## config.mk

```make
export PLATFORM = sky130hd
export DESIGN_NAME = button_debounce
export DESIGN_NICKNAME = d
export VERILOG_FILES = /design/src/rtl/button_debounce.sv
export SDC_FILE = /design/constraint.sdc
export NUM_CORES = 1
export LEC_CHECK = 0
export ABC_AREA = 1
export BUFFER_PORTS_ARGS = -buffer_cell sky130_fd_sc_hd__buf_2
export CAP_MARGIN = 0
export CORE_MARGIN = 2
export CORE_UTILIZATION = 60
export DETAILED_ROUTE_END_ITERATION = 8
export GPL_ROUTABILITY_DRIVEN = 0
export PLACE_DENSITY_LB_ADDON = 0.05
export SLEW_MARGIN = 20
export SYNTH_ARGS = -nofsm -noshare
export SYNTH_HDL_FRONTEND = slang
export SYNTH_SLANG_ARGS = --single-unit
```

## constraint.sdc

```tcl
create_clock -name clk -period 3.15 [get_ports clk]
set_input_delay 0.315 -clock clk [delete_from_list [all_inputs] [get_ports clk]]
set_output_delay 0.315 -clock clk [all_outputs]
set_load 0.05 [all_outputs]
```

## src/rtl/button_debounce.sv

```systemverilog
// button_debounce: synchronizes and debounces a raw pushbutton pin and emits a clean
// pressed level, one-cycle press/release/long-press pulses and a wrapping press count.
//
// Ports:
//   clk           - sole clock, rising edge
//   rst_n         - asynchronous active-low reset
//   btn_in        - raw asynchronous button pin
//   btn_level     - debounced pressed level (1 = pressed)
//   press_pulse   - one-cycle pulse on each debounced press
//   release_pulse - one-cycle pulse on each debounced release
//   long_pulse    - one-cycle pulse after a long hold, at most once per press
//   press_count   - count of debounced presses, wraps 255 -> 0
//
// Build option: define BUTTON_DEBOUNCE_LONG_PRESS_EN to build the long-press state,
// hold counter and long_pulse. Without it long_pulse is tied low.
module button_debounce #(
  parameter int unsigned DB_CYCLES   = 250000,
  parameter int unsigned LONG_CYCLES = 12000000,
  parameter bit          ACTIVE_LOW  = 1'b1
) (
  input  logic       clk,
  input  logic       rst_n,
  input  logic       btn_in,
  output logic       btn_level,
  output logic       press_pulse,
  output logic       release_pulse,
  output logic       long_pulse,
  output logic [7:0] press_count
);

  localparam int unsigned   DbW    = $clog2(DB_CYCLES);
  localparam logic [DbW-1:0] DbLast = DbW'(DB_CYCLES - 1);

  // Two-flop synchronizer, reset to the released pin value.
  logic sync0_q, sync1_q;
  logic s;

  always_ff @(posedge clk or negedge rst_n) begin
    if (!rst_n) begin
      sync0_q <= ACTIVE_LOW;
      sync1_q <= ACTIVE_LOW;
    end else begin
      sync0_q <= btn_in;
      sync1_q <= sync0_q;
    end
  end

  // Normalized: 1 = pressed regardless of pin polarity.
  assign s = sync1_q ^ ACTIVE_LOW;

  // Debounce: any return to the current level restarts the count.
  logic [DbW-1:0] db_cnt_q, db_cnt_d;
  logic           level_q, level_d;
  logic           rise, fall;

  always_comb begin
    db_cnt_d = db_cnt_q;
    level_d  = level_q;
    rise     = 1'b0;
    fall     = 1'b0;
    if (s == level_q) begin
      db_cnt_d = '0;
    end else if (db_cnt_q == DbLast) begin
      level_d  = s;
      db_cnt_d = '0;
      rise     = s;
      fall     = ~s;
    end else begin
      db_cnt_d = db_cnt_q + 1'b1;
    end
  end

`ifdef BUTTON_DEBOUNCE_LONG_PRESS_EN
  typedef enum logic [1:0] {StIdle, StPressed, StLong} state_e;

  localparam int unsigned      HoldW    = $clog2(LONG_CYCLES);
  localparam logic [HoldW-1:0] HoldLast = HoldW'(LONG_CYCLES - 1);

  logic [HoldW-1:0] hold_q, hold_d;
  logic             long_q, long_d;
`else
  typedef enum logic [1:0] {StIdle, StPressed} state_e;
`endif

  state_e     state_q, state_d;
  logic       press_q, press_d;
  logic       release_q, release_d;
  logic [7:0] count_q, count_d;

  always_comb begin
    state_d   = state_q;
    press_d   = 1'b0;
    release_d = 1'b0;
    count_d   = count_q;
`ifdef BUTTON_DEBOUNCE_LONG_PRESS_EN
    long_d    = 1'b0;
    hold_d    = hold_q;
`endif
    unique case (state_q)
      StIdle: begin
`ifdef BUTTON_DEBOUNCE_LONG_PRESS_EN
        hold_d = '0;
`endif
        if (rise) begin
          state_d = StPressed;
          press_d = 1'b1;
          count_d = count_q + 1'b1;
        end
      end
      StPressed: begin
        // A release on the terminal hold edge takes priority over the long event.
        if (fall) begin
          state_d   = StIdle;
          release_d = 1'b1;
        end
`ifdef BUTTON_DEBOUNCE_LONG_PRESS_EN
        else if (hold_q == HoldLast) begin
          state_d = StLong;
          long_d  = 1'b1;
        end else begin
          hold_d = hold_q + 1'b1;
        end
`endif
      end
`ifdef BUTTON_DEBOUNCE_LONG_PRESS_EN
      StLong: begin
        // Hold counter frozen here so long_pulse cannot repeat within one press.
        if (fall) begin
          state_d   = StIdle;
          release_d = 1'b1;
        end
      end
`endif
      default: state_d = StIdle;
    endcase
  end

  always_ff @(posedge clk or negedge rst_n) begin
    if (!rst_n) begin
      db_cnt_q  <= '0;
      level_q   <= 1'b0;
      state_q   <= StIdle;
      press_q   <= 1'b0;
      release_q <= 1'b0;
      count_q   <= '0;
    end else begin
      db_cnt_q  <= db_cnt_d;
      level_q   <= level_d;
      state_q   <= state_d;
      press_q   <= press_d;
      release_q <= release_d;
      count_q   <= count_d;
    end
  end

`ifdef BUTTON_DEBOUNCE_LONG_PRESS_EN
  always_ff @(posedge clk or negedge rst_n) begin
    if (!rst_n) begin
      hold_q <= '0;
      long_q <= 1'b0;
    end else begin
      hold_q <= hold_d;
      long_q <= long_d;
    end
  end

  assign long_pulse = long_q;
`else
  assign long_pulse = 1'b0;
`endif

  assign btn_level     = level_q;
  assign press_pulse   = press_q;
  assign release_pulse = release_q;
  assign press_count   = count_q;

endmodule

```

==> Word-level counts from Yosys, hierarchy flattened <==
Index checks and enable logic that the tools add are counted.
{ "word_totals": {"ff_bits": 33, "input_bits": 3} }
{ "classes": {"add_sub_neg": 2, "eq_ne": 5, "mux": 13, "bitwise": 2, "n_reduce_logical": 4} }
{ "op_table": {"columns": ["op", "n"], "rows": [
  ["18-bit two-way mux", 2],
  ["18-bit by 1-bit adder with 18-bit output (second input constant)", 1],
  ["18-bit == test (second input constant)", 1],
  ["8-bit by 1-bit adder with 8-bit output (second input constant)", 1],
  ["1-bit two-way mux", 8],
  ["2-bit AND reduction", 3],
  ["2-bit two-way mux", 2],
  ["2-bit != test (second input constant)", 2],
  ["2-bit case mux with 2 select lines", 1],
  ["2-bit by 1-bit == test with 1-bit output (second input constant)", 1],
  ["2-bit logical NOT", 1],
  ["1-bit NOT", 2],
  ["1-bit == test", 1]
]} }

==> Depth between registers and ports, before layout <==
Gate-level depths: netlist (run 1).
{ "depth": {"ltp_word": 5, "depth_mapped": 10} }

==> Worst setup path before layout (run 1) <==
OpenSTA, ideal clock, no wires.
{ "synth_path": {"kind": "register -> register", "start": "reg level_q (netlist: btn_level)", "end": "reg count_q[4] (netlist: press_count[4])", "t_arrival_ns": 1.380, "setup_slack_ns": 1.651, "stages_incl_launch_ff": 8, "path_buffers": 0, "synth_period_minus_slack_ns": 1.499, "path_cell_list": "dfrtp_1 > nand2_1 > inv_1 > nor2_4 > inv_2 > nand4_1 > nand2_1 > nand2_1"} }
{ "synth_between": {"elab_chain_cells": 3} }
{ "synth_lines": {"columns": ["item", "line_no", "text"], "rows": [
  ["from (decl)", "53", "logic level_q, level_d;"],
  ["from (signal assigned)", "148", "level_q <= level_d;"],
  ["1-bit == test", "61", "if (s == level_q) begin"],
  ["1-bit two-way mux", "61", null],
  ["2-bit AND reduction (no source line)", null, null],
  ["to (signal assigned)", "152", "count_q <= count_d;"],
  ["to (decl)", "88", "logic [7:0] count_q, count_d;"]
]} }
No other way between the ends.
A chain may end at the register's enable or synchronous reset.

==> Final worst setup path (run 1) <==
{ "layout_path": {"start": "reg db_cnt_q[0]", "end": "reg count_q[0] (netlist: press_count[0])"} }
{ "layout_between": {"elab_chain_cells": 4} }
{ "layout_lines": {"columns": ["item", "line_no", "text"], "rows": [
  ["from (decl)", "52", "logic [DbW-1:0] db_cnt_q, db_cnt_d;"],
  ["from (signal assigned)", "147", "db_cnt_q <= db_cnt_d;"],
  ["18-bit == test", "63", "end else if (db_cnt_q == DbLast) begin"],
  ["1-bit two-way mux", "63", null],
  ["1-bit two-way mux", "61", null],
  ["2-bit AND reduction (no source line)", null, null]
]} }
No other way between the ends.

==> results of run 1 <==
-- kinds of logic (layout without fill, tap and decap cells) --
| family | Yosys count | count (layout) | synth area share |
|---|---|---|---|
| adders and majority gates | 2 | 2 | 0.0140 |
| other | 1 | 1 | 0.00209 |
| DFF | 32 | 32 | 0.448 |
| xor gates and xnor gates | 6 | 6 | 0.0293 |
| AOI/OAI and AO/OA | 12 | 12 | 0.0356 |
| and+or+nand+nor | 143 | 143 | 0.397 |
| buffers and inverters | 34 | 53 | 0.0740 |
-- area by class of cell --
class,count,area [sq um],share of cell area
Tap cell,31,38.8,0.0199
Clock buffer,7,55.1,0.0283
Inverter,32,120,0.0617
Clock inverter,1,7.51,0.00386
Timing Repair Buffer,13,65.1,0.0334
Multi-Input combinational cell,164,857,0.440
Sequential cell,32,803,0.413
-- report_power, final --
part           leakage, nW  internal [mW]  switching, mW
registers            0.438          0.416        0.00393
logic                0.495        0.00627         0.0213
clock network       0.0315          0.109          0.134
-- metrics by stage --
stage / hold WS (ns) / util
floorplan: 0.0194 / -
global placement: 0.350 / 0.672
detailed placement: 0.350 / 0.672
CTS: 0.0277 / 0.694
global route: 0.0564 / 0.694
finish: 0.0109 / 0.694
-- worst reg2reg max path: cells and delay by family, from the launching register on --
kind / cells / cell delay [ns]
fa+ha+maj: 1 / 0.21
simple gates: 7 / 0.90
flops: 1 / 0.38
-- sequential cells by signal, indices dropped and copies added, names as in the netlist --
register / cells
btn_level: 1
db_cnt_q: 18
press_count: 8
press_pulse: 1
release_pulse: 1
state_q: 1
sync0_q: 1
sync1_q: 1
-- worst paths after layout --
| kind | from | end |
|---|---|---|
| max in group asynchronous | rst_n | db_cnt_q[1] |
| worst max-delay path | db_cnt_q[0] | press_count[0] |
| worst max register to register | db_cnt_q[0] | press_count[0] |
| min in group clk | btn_in | sync0_q |
| worst min-delay path | rst_n | db_cnt_q[8] |
| worst min register to register | sync0_q | sync1_q |
-- metal layers --
| layer | share of wire | track usage |
|---|---|---|
| met5 | 0 | 0 |
| met4 | 0.014 | 0.110 |
| met3 | 0.059 | 0.0527 |
| met2 | 0.46 | 0.364 |
| met1 | 0.47 | 0.328 |
-- cell usage in the layout (no fill, tap or decap), drive strengths merged --
cell and n:
nand2 63, nor2 41, inv 31, dfrtp 30, nand3 19, buf 13
nand4 10, a21oi 7, clkbuf 7, nor3 7, xor2 5, o21ai 3
ha 2, dfstp 2, a31oi 1, nor3b 1, o21bai 1, clkinv 1
nor4 1, nand3b 1, xnor2 1, conb 1, clkinvlp 1
==> impl_metrics.toml, run 1 <==
[drt]
vias_per_cell = 5.59
vias = 1564
drt_iter0_drc = 104
drc_errors = 2
ant_nets = 0
dr.pass1.iters = 6
wl_per_cell_um = 12.7
routed_wirelength_um = 3540

[finish]
synthToLayoutAreaGrowth_pct = 8.58
drive_gt1_frac = 0.169
fillers = 239
diodes = 0
fin_nets = 253
fin_area_sq_um = 1950
fin_cells = 280

[sta]
maxSlewHeadroom = 0.558
finalMaxSlewViolations = 0
layout_min_cycle_time_ns = 1.60
rsz0062_at_grt = "false"
finalCritPeriodShare = 0.508
max_freq_ghz = 0.624
setup_tns_ns = 0
setup_violations = 0
skew_ns = 0.00744
worst_slack_ns = 1.55
tightest_slew_ns = 0.663
hold_viol = 0

[clock_network]
clkSinkCount = 32
postCtsSetupRepairBufs = 0
clk_latency_ns = 0.33
cts_made_buffers = 5
cts_tree = "built"
cts_buffer_depth = 2
cts-root-buf = "clkbuf_4"
cts_hold_buf = 0
h-tree-depth = 2
post_cts_resized = 0
path_clk_slew_ns = 0.10

[setup_path]
cp.arrival_ns = 1.82
crit_chain = "ha_1 > nand3_2 > nor2_1 > nand2_1 > nor2_1 > nand4_1 > nand2_1 > nand2_1"
crit_fanout = 5
crit_required_ns = 3.37
slowest_delay_ns = 0.38
r2r_cells = 8
reg2reg_slack_ns = 1.55
slowest_stage = "dfrtp_1"
critPathLaunchType = "flop"
path_depth = 8
crit_type = "reg2reg"
cp_common_cell = "nand2_1"
path_buf_inv = 0
end_kind = "flop"
cp_top_family = "simple AND/OR/NAND/NOR gates"

[flow_run]
maxCapViolations = 0

[synth]
post-synth-top-area-cell = "dfrtp_1"
synthTopCellsByCount = "nand2_1, nor2_1, dfrtp_1"
synth_cells = 230
ys_seq_elements = 32
synth_ff_type = "dfrtp_1"
synth.distinct_cells = 30
synth_area_leaders = "dfrtp_1, nand2_1, nor2_1"
synth_top_cell_area_share = 0.419
synth_warnings = 0
syn_area_sq_um = 1790
synth_edf_count = 0
syn-num-nets = 235
ys_seq_area_frac = 0.448
avgSynthCellArea_sq_um = 7.80
synth_most_common_cell = "nand2_1"
async_reset_ff_frac = 1.00

[min_path]
min_path_type = "in2async"

[placed_design]
place_worst_setup_slack_ns = 1.57
place_inst = 272
io_buffers = 13
dp_hpwl_um = 2660
dpl-instance-area_sq_um = 1880

[floorplan]
die-width_um = 58.7
start_util = 0.639
pin_count = 15
rows = 19
core_area_sq_um = 2810
die_h_um = 58.7
dieArea_sq_um = 3440

[power_and_ir_drop]
p_leak_nw = 0.964
irDropWorstVdd_uv = 286
power_density_nw_per_um2 = 355
finalPower_uw = 690

[run_status]
violations = "design-rule violations"
outcome = "finished, violations left"

[global_route]
grt_pass1_vias = 1460
grt_overflow_total = 0
grt_max_degree = 33
grt_pass1_wl_um = 6240
antenna_found_initial = 0
grtUsageTotal = 0.239
Note: power is estimated with default switching activity, not from simulation.
==> inputs of run 2 (changes only) <==
--- a/config.mk
+++ b/config.mk
@@ -5,11 +5,11 @@
 export SDC_FILE = /design/constraint.sdc
 export NUM_CORES = 1
 export LEC_CHECK = 0
-export ABC_AREA = 1
+export ABC_AREA = 0
 export BUFFER_PORTS_ARGS = -buffer_cell sky130_fd_sc_hd__buf_2
 export CAP_MARGIN = 0
 export CORE_MARGIN = 2
-export CORE_UTILIZATION = 60
+export CORE_UTILIZATION = 57
 export DETAILED_ROUTE_END_ITERATION = 8
 export GPL_ROUTABILITY_DRIVEN = 0
 export PLACE_DENSITY_LB_ADDON = 0.05
==> constraint.sdc (replaced) <==
create_clock -name clk -period 1.5 [get_ports clk]
set_input_delay 0.15 -clock clk [delete_from_list [all_inputs] [get_ports clk]]
set_output_delay 0.15 -clock clk [all_outputs]
set_load 0.05 [all_outputs]
==> impl_metrics.toml, run 2 <==
[setup_path]
reg2reg_to = "state_q[0]"
crit_chain = "nor3b_4 > nand3_4 > or4_4 > a211o_1"
r2r_cells = 4
critPathLaunchType = "flop"
crit_type = "reg2reg"
r2r_start = "db_cnt_q[4]"
path_depth = 4
crit_required_ns = 1.71
crit_fanout = 4
end_kind = "flop"
cp.arrival_ns = 2.15
path_buf_inv = 0
slowest_stage = "or4_4"
slowest_delay_ns = 0.59
reg2reg_slack_ns = -0.44
cp_top_family = "simple AND/OR/NAND/NOR gates"

[drt]
wl_per_cell_um = 29.4
vias = 1812
dr.pass1.iters = 7
ant_nets = 0
routed_wirelength_um = 7380
drt_iter0_drc = 211
vias_per_cell = 7.22
drc_errors = 0

[sta]
tightest_slew_ns = 0.727
rsz0062_at_grt = "true"
layout_min_cycle_time_ns = 1.94
finalCritPeriodShare = 1.29
max_freq_ghz = 0.516
worst_slack_ns = -0.438
skew_ns = 0.0166
setup_violations = 30
hold_viol = 0
maxSlewHeadroom = 0.516
setup_tns_ns = -9.00
finalMaxSlewViolations = 0

[floorplan]
die_h_um = 56.1
core_area_sq_um = 2520
start_util = 0.614
die-width_um = 56.1
rows = 18
pin_count = 15
dieArea_sq_um = 3150

[synth]
synth_edf_count = 0
synth_cells = 148
synthTopCellsByCount = "dfrtp_1, nor2_1, xnor2_1"
ys_seq_area_frac = 0.519
synth_top_cell_area_share = 0.485
syn-num-nets = 153
synth.distinct_cells = 39
synth_ff_type = "dfrtp_1"
syn_area_sq_um = 1550
avgSynthCellArea_sq_um = 10.5
async_reset_ff_frac = 1.00
synth_area_leaders = "dfrtp_1, xnor2_1, xor2_1"
synth_most_common_cell = "dfrtp_1"
synth_warnings = 0
post-synth-top-area-cell = "dfrtp_1"
ys_seq_elements = 32

[clock_network]
cts-root-buf = "clkbuf_4"
clkSinkCount = 32
cts_made_buffers = 5
cts_buffer_depth = 2
cts_tree = "built"
clk_latency_ns = 0.34
path_clk_slew_ns = 0.11
h-tree-depth = 2

[finish]
layout_common_cells = "buf_4, dfrtp_1, buf_2, xnor2_1"
synthToLayoutAreaGrowth_pct = 58.9
final_common_cell = "buf_4"
drive_gt1_frac = 0.532
fin_nets = 224
max_flop_register = "db_cnt_q"
largest_reg_flops = 18

[power_and_ir_drop]
p_switching_uw = 388
irDropWorstVdd_uv = 893
finalPower_mw = 1.54
power_density_nw_per_um2 = 626
p_leak_nw = 1.21
internal_power_mw = 1.15
p_sw_frac = 0.252
seq_power_share = 0.574
pwr-share-comb = 0.075
p_clk_frac = 0.351

[global_route]
use_met1 = 0.415
busiest_layer = "met2"
grtUsageTotal = 0.330
grt_pass1_wl_um = 7800
grt_max_degree = 33
grt_pass1_vias = 1517
grt_overflow_total = 0
grtUsageMet3 = 0.0953
grtUsageMet2 = 0.546
antenna_found_initial = 1

[placed_design]
dp_hpwl_um = 2520
io_buffers = 13

[flow_run]
maxCapViolations = 0

[run_status]
outcome = "finished, violations left"
violations = "negative setup slack"

[min_path]
hold-path-cell-count = 0
min_path_type = "reg2reg"
hold_path_end = "sync1_q"
hp-start = "sync0_q"
-- run 2: changes by cell type after synthesis, sizes merged, moves of 2 or more --
cell   before  now
nand2      63    7
and3        0    3
or4         0    3
nor4b       0    2
a21oi       7    3
xor2        5    9
nand4      10    8
nor2       41   19
inv        31    4
or3         0    2
nand3      19    9
nor4        1    7
xnor2       1   12
-- run 2: logic make-up after synthesis --
kind of cell / synth area share
AND/OR/NAND/NOR: 0.268
other: 0.00242
AO/OA/AOI/OAI: 0.0461
adder cells (fa/ha/maj): 0.0162
XOR/XNOR: 0.119
multiplexers: 0.00728
buffers and inverters: 0.0226
flip-flops: 0.519
-- run 2: cell type report --
| class | count | area [sq um] |
|---|---|---|
| diodes | 1 | 2.50 |
| clock buffers | 8 | 58.8 |
| multi-input cells | 108 | 991 |
| fillers | 38 | 63.8 |
| well taps | 30 | 37.5 |
| inverters | 4 | 15.0 |
| repair buffers | 68 | 551 |
| flip-flops and latches | 32 | 803 |
-- run 2: routing by layer --
layer	wire length [um]	up-vias
met5	0	-
met1	2520	856
li1	-	669
met2	3290	197
met4	768	0
met3	804	90
-- run 2: worst reg2reg max path, stage by stage, from the launching register on --
cell,delay (ns)
dfrtp_1,0.45
nor3b_4,0.34
nand3_4,0.12
or4_4,0.59
a211o_1,0.30
-- run 2: how the worst max path moves through the flow --
stage	slack [ns]	from	end
after detailed placement	-0.29	db_cnt_q[1]	state_q[0]
final	-0.44	db_cnt_q[4]	state_q[0]
after floorplan	-0.32	db_cnt_q[0]	state_q[0]
after CTS	-0.28	db_cnt_q[13]	state_q[0]
after global routing	-0.51	db_cnt_q[4]	press_count[6]
after global placement	-0.23	db_cnt_q[1]	state_q[0]
-- run 2: timing repair --
item,4_1_cts,5_1_grt
hold endpoints to repair,31,0
pin swaps,19,14
cloned,2,0
buffers inserted,8,6
setup endpoints to repair,30,30
hold buffers,2,0
gates resized for setup,30,30
-- run 2: power by group through the flow --
| stage | Combinational [mW] | Clock (mW) | Sequential [mW] |
|---|---|---|---|
| after global routing | 0.119 | 0.571 | 0.884 |
| after global placement | 0.0764 | 0 | 0.898 |
| after CTS | 0.0978 | 0.521 | 0.882 |
| final | 0.116 | 0.540 | 0.884 |
| after detailed placement | 0.0781 | 0 | 0.899 |
| after floorplan | 0.0301 | 0 | 0.901 |
-- run 2: per-stage QoR --
step,std cells,area (sq um),utilization,setup slack (ns),hold WS (ns)
after global routing,250,2460,0.974,-0.511,0.366
final,251,2460,0.975,-0.438,0.364
after detailed placement,225,1990,0.787,-0.285,0.236
after global placement,225,1990,0.787,-0.230,0.223
after CTS,245,2310,0.914,-0.280,0.364
after floorplan,148,1610,-,-0.316,-0.146
==> inputs of run 3 (changes only) <==
--- a/config.mk
+++ b/config.mk
@@ -8,6 +8,7 @@
 export ABC_AREA = 0
 export BUFFER_PORTS_ARGS = -buffer_cell sky130_fd_sc_hd__buf_2
 export CAP_MARGIN = 0
+export CORE_ASPECT_RATIO = 1.25
 export CORE_MARGIN = 2
 export CORE_UTILIZATION = 57
 export DETAILED_ROUTE_END_ITERATION = 8
==> impl_metrics.toml, run 3 (synthesis gave the netlist of run 2 again) <==
[setup_path]
end_kind = "flop"
path_buf_inv = 0
crit_chain = "ha_4 > and3_4 > nand3_4 > or4_4 > a211o_1"
slowest_delay_ns = 0.59
slowest_stage = "or4_4"
cp.arrival_ns = 2.05
critPathLaunchType = "flop"
crit_required_ns = 1.73
crit_fanout = 5
cp_top_family = "simple AND/OR/NAND/NOR gates"
crit_type = "reg2reg"

[floorplan]
rows = 21
die_h_um = 62.3
dieArea_sq_um = 3150
core_area_sq_um = 2630
die-width_um = 50.6
pin_count = 15
start_util = 0.589

[power_and_ir_drop]
irDropWorstVdd_uv = 833
power_density_nw_per_um2 = 661
p_leak_nw = 1.07

[sta]
layout_min_cycle_time_ns = 1.82
tightest_slew_ns = 0.717
rsz0062_at_grt = "true"
maxSlewHeadroom = 0.522
max_freq_ghz = 0.550
finalMaxSlewViolations = 0
worst_slack_ns = -0.318
setup_violations = 30
skew_ns = 0.00888
hold_viol = 0
finalCritPeriodShare = 1.21
setup_tns_ns = -5.15

[finish]
layout_common_cells = "buf_4, dfrtp_1, nor2_1, buf_2, xnor2_1"
multi_input_area_sq_um = 877
synthToLayoutAreaGrowth_pct = 42.3
diodes = 0
final_common_cell = "buf_4"
fin_nets = 212
max_flop_register = "db_cnt_q"
fillers = 138
drive_gt1_frac = 0.433
fin_cells = 242
regArea_sq_um = 805
largest_reg_flops = 18

[placed_design]
io_buffers = 13
place_inst = 227
dp_hpwl_um = 2470
place_worst_setup_slack_ns = -0.304

[run_status]
violations = "negative setup slack"
outcome = "finished, violations left"

[global_route]
grt_max_degree = 33
grtUsageTotal = 0.280
antenna_found_initial = 0
grt_pass1_vias = 1436
grt_pass1_wl_um = 6510
grt_overflow_total = 0

[drt]
drc_errors = 0
routed_wirelength_um = 3970
ant_nets = 0
wl_per_cell_um = 16.4
drt_iter0_drc = 34
vias = 1384
vias_per_cell = 5.72
dr.pass1.iters = 4

[clock_network]
clkSinkCount = 32
path_clk_slew_ns = 0.10
cts-root-buf = "clkbuf_4"
cts_made_buffers = 5
h-tree-depth = 2
cts_tree = "built"
cts_buffer_depth = 2
clk_latency_ns = 0.34

[min_path]
min_path_type = "reg2reg"

[flow_run]
maxCapViolations = 0
==> run 3: cell count changes in the layout (fill, tap and decap cells not counted), moves of 2 or more <==
cell and delta:
nor3_2 +2, nor3_4 -2, a21oi_1 +2, nor4_1 +4
nor4_4 -2, nor2_4 -6, buf_4 -2, nor2_1 +8
buf_6 -10, nor2_2 -2, nor4_2 -2, a21oi_2 -2
==> run 3: layer usage <==
metal | wire length, um | up-vias | GRT usage | part of all wire
met5 | 0 | - | 0 | 0
met3 | 139 | 7 | 0.0457 | 0.035
li1 | - | 646 | - | -
met1 | 1520 | 697 | 0.326 | 0.38
met2 | 2220 | 34 | 0.485 | 0.56
met4 | 90 | 0 | 0.142 | 0.023
==> run 3: repair_timing <==
action | CTS | global route
hold endpoints to repair | 31 | 0
hold buffers | 2 | 0
resized for setup | 10 | 13
pin swaps | 4 | 10
setup endpoints to repair | 30 | 30
setup buffers | 5 | 0
==> run 3: stage by stage <==
step / area [sq um] / hold slack [ns] / total power [mW] / util
floorplan: 1610 / -0.146 / 0.931 / -
global placement: 1980 / 0.228 / 0.977 / 0.752
detailed placement: 1980 / 0.234 / 0.980 / 0.752
CTS: 2140 / 0.362 / 1.46 / 0.813
global route: 2200 / 0.368 / 1.50 / 0.838
finish: 2200 / 0.361 / 1.46 / 0.838
==> run 3: final cells by class <==
class	count	share of cell area
clock inverter	1	0.00227
clock buffer	7	0.0205
inverter	4	0.00682
timing repair buffer	56	0.188
multi-input combinational	108	0.398
tap	34	0.0193
sequential	32	0.365
==> run 3: final timing paths <==
| kind | startpoint | to | slack (ns) | cells after the start |
|---|---|---|---|---|
| worst min-delay path | sync0_q | sync1_q | 0.36 | 0 |
| worst max register to register | db_cnt_q[1] | state_q[0] | -0.32 | 5 |
| worst min register to register | sync0_q | sync1_q | 0.36 | 0 |
| max in group asynchronous | rst_n | db_cnt_q[11] | 0.62 | 2 |
| worst max-delay path | db_cnt_q[1] | state_q[0] | -0.32 | 5 |
| min in group asynchronous | rst_n | db_cnt_q[14] | 0.38 | 2 |
==> run 3: report_power, final <==
group	total (mW)	switching (mW)	leakage, nW	internal (mW)
sequential	0.884	0.00996	0.436	0.874
combinational	0.0905	0.0491	0.609	0.0414
clock	0.481	0.299	0.0293	0.182
total	1.46	0.358	1.07	1.10
